File: config.mk
export PLATFORM = sky130hd
export DESIGN_NAME = fifo_route_demux
export DESIGN_NICKNAME = d
export VERILOG_FILES = /design/src/rtl/fifo_route_pkg.sv /design/src/rtl/fifo_route_mem.sv /design/src/rtl/fifo_route_demux.sv
export SDC_FILE = /design/constraint.sdc
export NUM_CORES = 1
export LEC_CHECK = 0
export CORE_MARGIN = 2
export CORE_UTILIZATION = 61
export DETAILED_ROUTE_END_ITERATION = 6
export GPL_TIMING_DRIVEN = 0
export PLACE_DENSITY = 0.85
export REMOVE_ABC_BUFFERS = 1
export SLEW_MARGIN = 20
export SYNTH_ARGS = -nofsm -noshare
export SYNTH_HDL_FRONTEND = slang
export SYNTH_SLANG_ARGS = --single-unit
File: constraint.sdc
create_clock -name inClock -period 8.9 [get_ports inClock]
set_clock_uncertainty 0.1 [all_clocks]
set_input_delay 2.67 -clock inClock [delete_from_list [all_inputs] [get_ports inClock]]
set_output_delay 2.67 -clock inClock [all_outputs]
set_load 0.02 [all_outputs]
File: src/rtl/fifo_route_pkg.sv
// Shared constants, symbol type and width helper for the FIFO route/demux path.
package fifo_route_pkg;

  localparam int unsigned FR_DATA_W = 4;
  localparam int unsigned FR_DEPTH  = 16;
  localparam int unsigned FR_NUM_CH = 4;

  // One buffered symbol at the default width (a Zigbee nibble).
  typedef logic [FR_DATA_W-1:0] fr_symbol_t;

  // $clog2 with a floor of 1 so that derived vector widths are never zero.
  function automatic int unsigned fr_clog2(input int unsigned value);
    int unsigned width;
    width = int'($clog2(value));
    return (width < 1) ? 1 : width;
  endfunction

endpackage

File: src/rtl/fifo_route_mem.sv
// Synchronous FIFO storage: array, wrapping pointers, occupancy level, full/empty
// and a sticky overflow flag. The storage array is deliberately not reset.
module fifo_route_mem
  import fifo_route_pkg::*;
#(
  parameter int unsigned DataW = FR_DATA_W,
  parameter int unsigned Depth = FR_DEPTH,
  parameter int unsigned LvlW  = fr_clog2(FR_DEPTH + 1)
) (
  input  logic             clk_i,
  input  logic             rst_ni,
  input  logic             wr_en_i,
  input  logic [DataW-1:0] wdata_i,
  input  logic             pop_i,
  output logic [DataW-1:0] rdata_o,
  output logic             full_o,
  output logic             empty_o,
  output logic [LvlW-1:0]  level_o,
  output logic             overflow_o
);

  localparam int unsigned PtrW = fr_clog2(Depth);

  logic [DataW-1:0] mem_q [Depth];
  logic [PtrW-1:0]  wr_ptr_q, wr_ptr_d;
  logic [PtrW-1:0]  rd_ptr_q, rd_ptr_d;
  logic [LvlW-1:0]  level_q, level_d;
  logic             overflow_q, overflow_d;
  logic             wr_fire, rd_fire;

  assign full_o     = (level_q == LvlW'(Depth));
  assign empty_o    = (level_q == '0);
  assign level_o    = level_q;
  assign overflow_o = overflow_q;
  assign rdata_o    = mem_q[rd_ptr_q];

  // A write while full is refused even if a pop frees a slot in the same cycle.
  assign wr_fire = wr_en_i & ~full_o;
  assign rd_fire = pop_i & ~empty_o;

  // Next-state for pointers, level and overflow; pointers wrap naturally (Depth is 2^n).
  always_comb begin
    wr_ptr_d   = wr_ptr_q;
    rd_ptr_d   = rd_ptr_q;
    level_d    = level_q;
    overflow_d = overflow_q;
    if (wr_fire) wr_ptr_d = wr_ptr_q + 1'b1;
    if (rd_fire) rd_ptr_d = rd_ptr_q + 1'b1;
    if (wr_en_i && full_o) overflow_d = 1'b1;
    case ({wr_fire, rd_fire})
      2'b10:   level_d = level_q + 1'b1;
      2'b01:   level_d = level_q - 1'b1;
      default: level_d = level_q;
    endcase
  end

  // Control state registers.
  always_ff @(posedge clk_i or negedge rst_ni) begin
    if (!rst_ni) begin
      wr_ptr_q   <= '0;
      rd_ptr_q   <= '0;
      level_q    <= '0;
      overflow_q <= 1'b0;
    end else begin
      wr_ptr_q   <= wr_ptr_d;
      rd_ptr_q   <= rd_ptr_d;
      level_q    <= level_d;
      overflow_q <= overflow_d;
    end
  end

  // Storage write port; contents survive reset.
  always_ff @(posedge clk_i) begin
    if (wr_fire) mem_q[wr_ptr_q] <= wdata_i;
  end

endmodule

File: src/rtl/fifo_route_demux.sv
// FIFO + demux: buffers symbols and dispatches each popped symbol to the channel
// named by the active-select register, into a per-channel valid/ready holding stage.
// Optional build macro FIFO_ROUTE_RR_EN adds inRoundRobin (select auto-advance).
module fifo_route_demux
  import fifo_route_pkg::*;
#(
  parameter int unsigned DATA_W = FR_DATA_W,
  parameter int unsigned DEPTH  = FR_DEPTH,
  parameter int unsigned NUM_CH = FR_NUM_CH,
  parameter int unsigned SEL_W  = fr_clog2(NUM_CH),
  parameter int unsigned LVL_W  = fr_clog2(DEPTH + 1)
) (
  input  logic                     inClock,
  input  logic                     inReset,
  input  logic [DATA_W-1:0]        inData,
  input  logic                     inWriteEnable,
  output logic                     outFull,
  output logic                     outEmpty,
  output logic [LVL_W-1:0]         outLevel,
  output logic                     outOverflow,
  input  logic [SEL_W-1:0]         inSel,
  input  logic                     inSelLoad,
`ifdef FIFO_ROUTE_RR_EN
  input  logic                     inRoundRobin,
`endif
  output logic                     outSelError,
  input  logic [NUM_CH-1:0]        inReadEnable,
  output logic [NUM_CH-1:0]        outValid,
  output logic [NUM_CH*DATA_W-1:0] outData
);

  logic [DATA_W-1:0]             head;
  logic                          fifo_empty;
  logic                          pop;
  logic                          sel_error;
  logic [SEL_W-1:0]              sel_q, sel_d;
  logic [NUM_CH-1:0]             sel_oh;
  logic [NUM_CH-1:0]             load_oh;
  logic [NUM_CH-1:0]             valid_q, valid_d;
  logic [NUM_CH-1:0][DATA_W-1:0] data_q, data_d;

  fifo_route_mem #(
    .DataW (DATA_W),
    .Depth (DEPTH),
    .LvlW  (LVL_W)
  ) u_mem (
    .clk_i      (inClock),
    .rst_ni     (inReset),
    .wr_en_i    (inWriteEnable),
    .wdata_i    (inData),
    .pop_i      (pop),
    .rdata_o    (head),
    .full_o     (outFull),
    .empty_o    (fifo_empty),
    .level_o    (outLevel),
    .overflow_o (outOverflow)
  );

  // Out-of-range select only exists when NUM_CH is not a power of two.
  if ((1 << SEL_W) > NUM_CH) begin : g_sel_range
    localparam logic [SEL_W-1:0] NumChSel = SEL_W'(NUM_CH);
    assign sel_error = (sel_q >= NumChSel);
  end else begin : g_sel_full
    assign sel_error = 1'b0;
  end

  // An out-of-range select shifts the one-hot to zero, so it can never load a channel.
  assign sel_oh  = NUM_CH'(1'b1) << sel_q;
  assign pop     = ~fifo_empty & ~sel_error & (|(sel_oh & (~valid_q | inReadEnable)));
  assign load_oh = pop ? sel_oh : '0;

  assign outEmpty    = fifo_empty;
  assign outSelError = sel_error;
  assign outValid    = valid_q;
  assign outData     = data_q;

`ifdef FIFO_ROUTE_RR_EN
  localparam logic [SEL_W-1:0] SelLast = SEL_W'(NUM_CH - 1);
`endif

  // Active select: explicit load wins; optional round-robin advance after each pop.
  always_comb begin
    sel_d = sel_q;
    if (inSelLoad) begin
      sel_d = inSel;
    end
`ifdef FIFO_ROUTE_RR_EN
    else if (inRoundRobin && pop) begin
      sel_d = (sel_q == SelLast) ? '0 : sel_q + 1'b1;
    end
`endif
  end

  // Holding stages: a load takes priority over a consume in the same cycle.
  always_comb begin
    valid_d = valid_q;
    data_d  = data_q;
    for (int unsigned c = 0; c < NUM_CH; c++) begin
      if (load_oh[c]) begin
        valid_d[c] = 1'b1;
        data_d[c]  = head;
      end else if (inReadEnable[c]) begin
        valid_d[c] = 1'b0;
      end
    end
  end

  // Select and holding-stage registers.
  always_ff @(posedge inClock or negedge inReset) begin
    if (!inReset) begin
      sel_q   <= '0;
      valid_q <= '0;
      data_q  <= '0;
    end else begin
      sel_q   <= sel_d;
      valid_q <= valid_d;
      data_q  <= data_d;
    end
  end

endmodule

==> flow_results.org <==
** Outcome
- The run finished with clean final reports.

** Logic synthesis
- The synthesized design contains 64 enable-type register cells.
- Mean area per synthesized cell :: 14.4 um2
- Counting flops and latches in the post-synthesis netlist gives 100.
- Number of warning messages in the yosys log :: 0
- Summed over all instances, the cell type with the most area after synthesis is sky130_fd_sc_hd__edfxtp_1.
- Synthesis produced a netlist whose cell count is 295.
- The synthesized netlist occupies a cell area of 4260 um2.
- Share of Yosys cell area claimed by the top area cell type :: 45.1%
- Unique masters post-synth :: 51
- Of the synthesized area, sequential elements account for 66.3%.
- Counting flops with an async set or reset pin after synthesis yields a share of 36.0%.
- Dominant synthesized flop cell :: sky130_fd_sc_hd__edfxtp_1
- Most area-consuming cells after synthesis :: sky130_fd_sc_hd__edfxtp_1, sky130_fd_sc_hd__dfrtp_1, sky130_fd_sc_hd__mux4_2

** Power
- In this run the power density over the cells is 322 nW/um2.
- Worst ir drop on vdd :: 0.181 mV
- For this design the static power due to leakage is 1.80 nW.

** Drt
- After detailed routing, the average wire length per cell comes to 18.1 um.
- For this run, design rule violations remaining after detail routing come to 0.
- After the first detailed-routing iteration, the DRC count stood at 179.
- Aggregate routed wire length :: 7870 um
- Via density per instance :: 5.67
- Number of detailed-route iterations in the first pass :: 4
- Detailed routing inserted a total of 2468 vias.
- Antenna-violating nets left :: 0

** STA
- The max-slew violation total from the final report came to 0.
- For the pin with the worst max-slew slack, the measured transition is 744 ps.
- The total count of hold-check failures in the final report came to 0.
- Across all hold checks on the routed design, the worst slack comes to 365 ps.
- Unrepaired setup endpoints after global routing :: false
- Final sum of negative setup slack :: 0 ps
- Dividing the final minimum period by the clock period gives 60.0%.
- Measured against its own limit, the worst slew margin works out to 50.4%.
- Based on the critical path, the design can be clocked at up to 0.187 GHz.
- Period minus WS final :: 5340 ps
- # setup viols final :: 0

** Placed design
- Detailed placement ended at an HPWL of 5570 um.
- The congestion estimate from routability-driven global placement came to 0.793.
- The number of placed instances, taps included, is 420.
- Number of port buffers :: 41

** Setup path
- The slowest stage of the critical path belongs to the cell sky130_fd_sc_hd__clkdlybuf4s50_1.
- The worst setup path is of the primary input to flip-flop kind.
- The startpoint identified for the worst register-to-register timing path is u_mem.level_o[0].
- Worst Reg-to-Reg Cells :: 12
- CP arrival :: 5500 ps
- The endpoint identified for the worst register-to-register timing path is u_mem.level_o[4].
- In this design, the stage delay of the slowest critical-path cell is 490 ps.
- Walking the worst path, the cells encountered are clkdlybuf4s50_1 -> nor3b_1 -> a211o_1 -> a21oi_2 -> ha_1 -> inv_1 -> fa_1 -> nor2b_1 -> o21ai_0 -> nand3_1 -> or3b_1 -> xnor2_1.
- Sort of element at the end of the critical path :: flip-flop
- Of all nets on the critical path, the largest fanout is 5.
- Critical Path RT :: 9050 ps
- Crit start category :: primary input
- The worst register-to-register path has a setup slack of 5760 ps.

** Final layout
- Cells fill 71.7% of the core in the end.
- The number of antenna diodes in the final layout is 0.
- Layout overhead on the synthesized area :: 14.3%
- Share of cells above drive strength 1 :: 13.0%
- Excluding fillers, the count of instances in the completed layout stands at 435.
- After the last flow step, the layout net total stands at 359.

** Clock tree
- Buffer levels on the longest clock path :: 2
- CTS Root Cell :: sky130_fd_sc_hd__clkbuf_8
- Depth of the CTS H-tree :: 3
- TritonCTS clock tree :: built
- Hold buffer count at CTS :: 0
- Clock-pin transition on the worst setup and hold timing paths :: 90 ps
- The clock net in this run drives a total of 100 sinks.
- Counting the buffers created by CTS gives 9.
- In this run the post-CTS setup repair buffer count came out at 0.
- Clock network latency to the later pin of the worst-skew pair :: 360 ps
- Post_cts resized :: 0

** Global route
- For this run, the total global-route usage over all layers was measured as 22.7%.
- The via count of the first global-routing pass is 2557.
- Overflow left after global routing :: 0
- The initial antenna violation count came to 0.
- First-pass GRT wire length :: 12600 um
- Entering global routing, the biggest net connects 30 pins.

** Worst hold path
- Worst Hold Depth :: 1
- Capture endpoint of the worst hold path :: u_mem.overflow_o
- The worst hold path begins at u_mem.overflow_o.
- In this run the worst hold path is classified as flip-flop to flip-flop.

** Floorplan
- The die covers 7670 um2.
- Starting density of the core :: 62.7%
- From bottom edge to top edge, the die measures 87.6 um.
- Die outline width :: 87.6 um
- Number of I/O pins :: 43
- Core footprint :: 6790 um2
- Rows :: 30

** Run
- Across the run, the number of max-cap violations was 0.
layout by cell type (no fill, tap or decap), types with 3 or more instances in the layout:
master,synthesis,final
sky130_fd_sc_hd__o21ai_1,14,14
sky130_fd_sc_hd__nor2_1,19,19
sky130_fd_sc_hd__clkbuf_8,0,9
sky130_fd_sc_hd__nor3_1,4,4
sky130_fd_sc_hd__inv_1,8,8
sky130_fd_sc_hd__nand2b_1,6,6
sky130_fd_sc_hd__xnor2_1,7,7
sky130_fd_sc_hd__dfrtp_1,36,35
sky130_fd_sc_hd__mux2i_1,9,9
sky130_fd_sc_hd__clkdlybuf4s50_1,0,40
sky130_fd_sc_hd__o21ai_0,10,10
sky130_fd_sc_hd__nor2b_1,5,5
sky130_fd_sc_hd__a21oi_1,3,3
sky130_fd_sc_hd__ha_1,9,9
sky130_fd_sc_hd__mux4_2,7,7
sky130_fd_sc_hd__edfxtp_1,64,64
sky130_fd_sc_hd__nor2_2,3,3
sky130_fd_sc_hd__mux2_2,8,8
sky130_fd_sc_hd__nand4_1,3,3
sky130_fd_sc_hd__xor2_1,3,3
sky130_fd_sc_hd__nand2_1,30,30
sky130_fd_sc_hd__a211oi_1,6,6
critical path: cells and delay by family:
family | cells | cell delay, ps
buf+inv | 2 | 590
compound gates | 3 | 720
fa+ha+maj | 2 | 730
xor+xnor | 1 | 130
simple gates | 4 | 670
final cells by class:
type                       instances  area, um2
clock buffer                      10        128
clock inverter                     5       30.0
fill                             446       1930
inverter                           9       33.8
multi-input combinational        173       1300
sequential                       100       2820
tap                               96        120
timing repair buffer              42        433
kinds of logic after synthesis:
family | synth area share, %
and+or+nand+nor | 9.64
adders and majority gates | 3.11
xor gates and xnor gates | 2.06
buffers and inverters | 3.20
muxes | 8.55
DFF | 66.3
other | 0.0880
AOI/OAI and AO/OA | 7.08
synth_stat cells (2+ instances only):
cell type / count
sky130_fd_sc_hd__xor2_1: 3
sky130_fd_sc_hd__o21ai_1: 14
sky130_fd_sc_hd__nor3_1: 4
sky130_fd_sc_hd__ha_1: 9
sky130_fd_sc_hd__nand2b_1: 6
sky130_fd_sc_hd__a21o_1: 2
sky130_fd_sc_hd__nor2_2: 3
sky130_fd_sc_hd__buf_2: 5
sky130_fd_sc_hd__nor2_1: 19
sky130_fd_sc_hd__mux2_2: 8
sky130_fd_sc_hd__xnor2_1: 7
sky130_fd_sc_hd__dfrtp_1: 36
sky130_fd_sc_hd__buf_12: 2
sky130_fd_sc_hd__a2111oi_2: 2
sky130_fd_sc_hd__nand3_1: 2
sky130_fd_sc_hd__a211oi_1: 6
sky130_fd_sc_hd__mux4_2: 7
sky130_fd_sc_hd__buf_4: 2
sky130_fd_sc_hd__nor2b_1: 5
sky130_fd_sc_hd__o21ai_0: 10
sky130_fd_sc_hd__edfxtp_1: 64
sky130_fd_sc_hd__buf_1: 2
sky130_fd_sc_hd__inv_1: 8
sky130_fd_sc_hd__mux2i_1: 9
sky130_fd_sc_hd__a21oi_1: 3
sky130_fd_sc_hd__nand4_1: 3
sky130_fd_sc_hd__nand2_1: 30
worst max path at each step:
stage	to	cells past startpoint	slack (ps)	from
after floorplan	u_mem.level_o[4]	11	3970	inReadEnable[2]
after global placement	u_mem.level_o[4]	12	3300	inReadEnable[0]
after detailed placement	u_mem.level_o[4]	12	3210	inReadEnable[0]
after CTS	u_mem.level_o[4]	12	3610	inReadEnable[0]
after global routing	u_mem.level_o[4]	12	3400	inReadEnable[0]
final	u_mem.level_o[4]	12	3560	inReadEnable[0]
metrics by stage:
step           power [mW]  cell area (um2)  setup slack (ps)
2_1_floorplan        1.10             4160              3970
3_3_place_gp         1.30             4690              3300
3_5_place_dp         1.34             4710              3210
4_1_cts              1.58             4870              3610
5_1_grt              1.67             4870              3400
6_report             1.57             4870              3560
layer usage:
layer	routed length, um	track usage [%]	part of all wire (%)
met1	3320	30.0	42
met2	4010	36.1	51
met3	347	4.71	4.4
met4	191	11.6	2.4
met5	0	0	0
sequential cells by signal, summed over array words and instances, names as in the netlist:
name,flops
u_mem.mem_q,64
outValid,4
outData,16
u_mem.overflow_o,1
u_mem.wr_ptr_q,4
sel_q,2
u_mem.level_o,5
u_mem.rd_ptr_q,4
where the power goes:
| group | internal, mW | switching (mW) |
|---|---|---|
| Clock | 0.0981 | 0.144 |
| Sequential | 0.599 | 0.127 |
| Combinational | 0.286 | 0.313 |
Note: power is estimated with default switching activity, not from simulation.
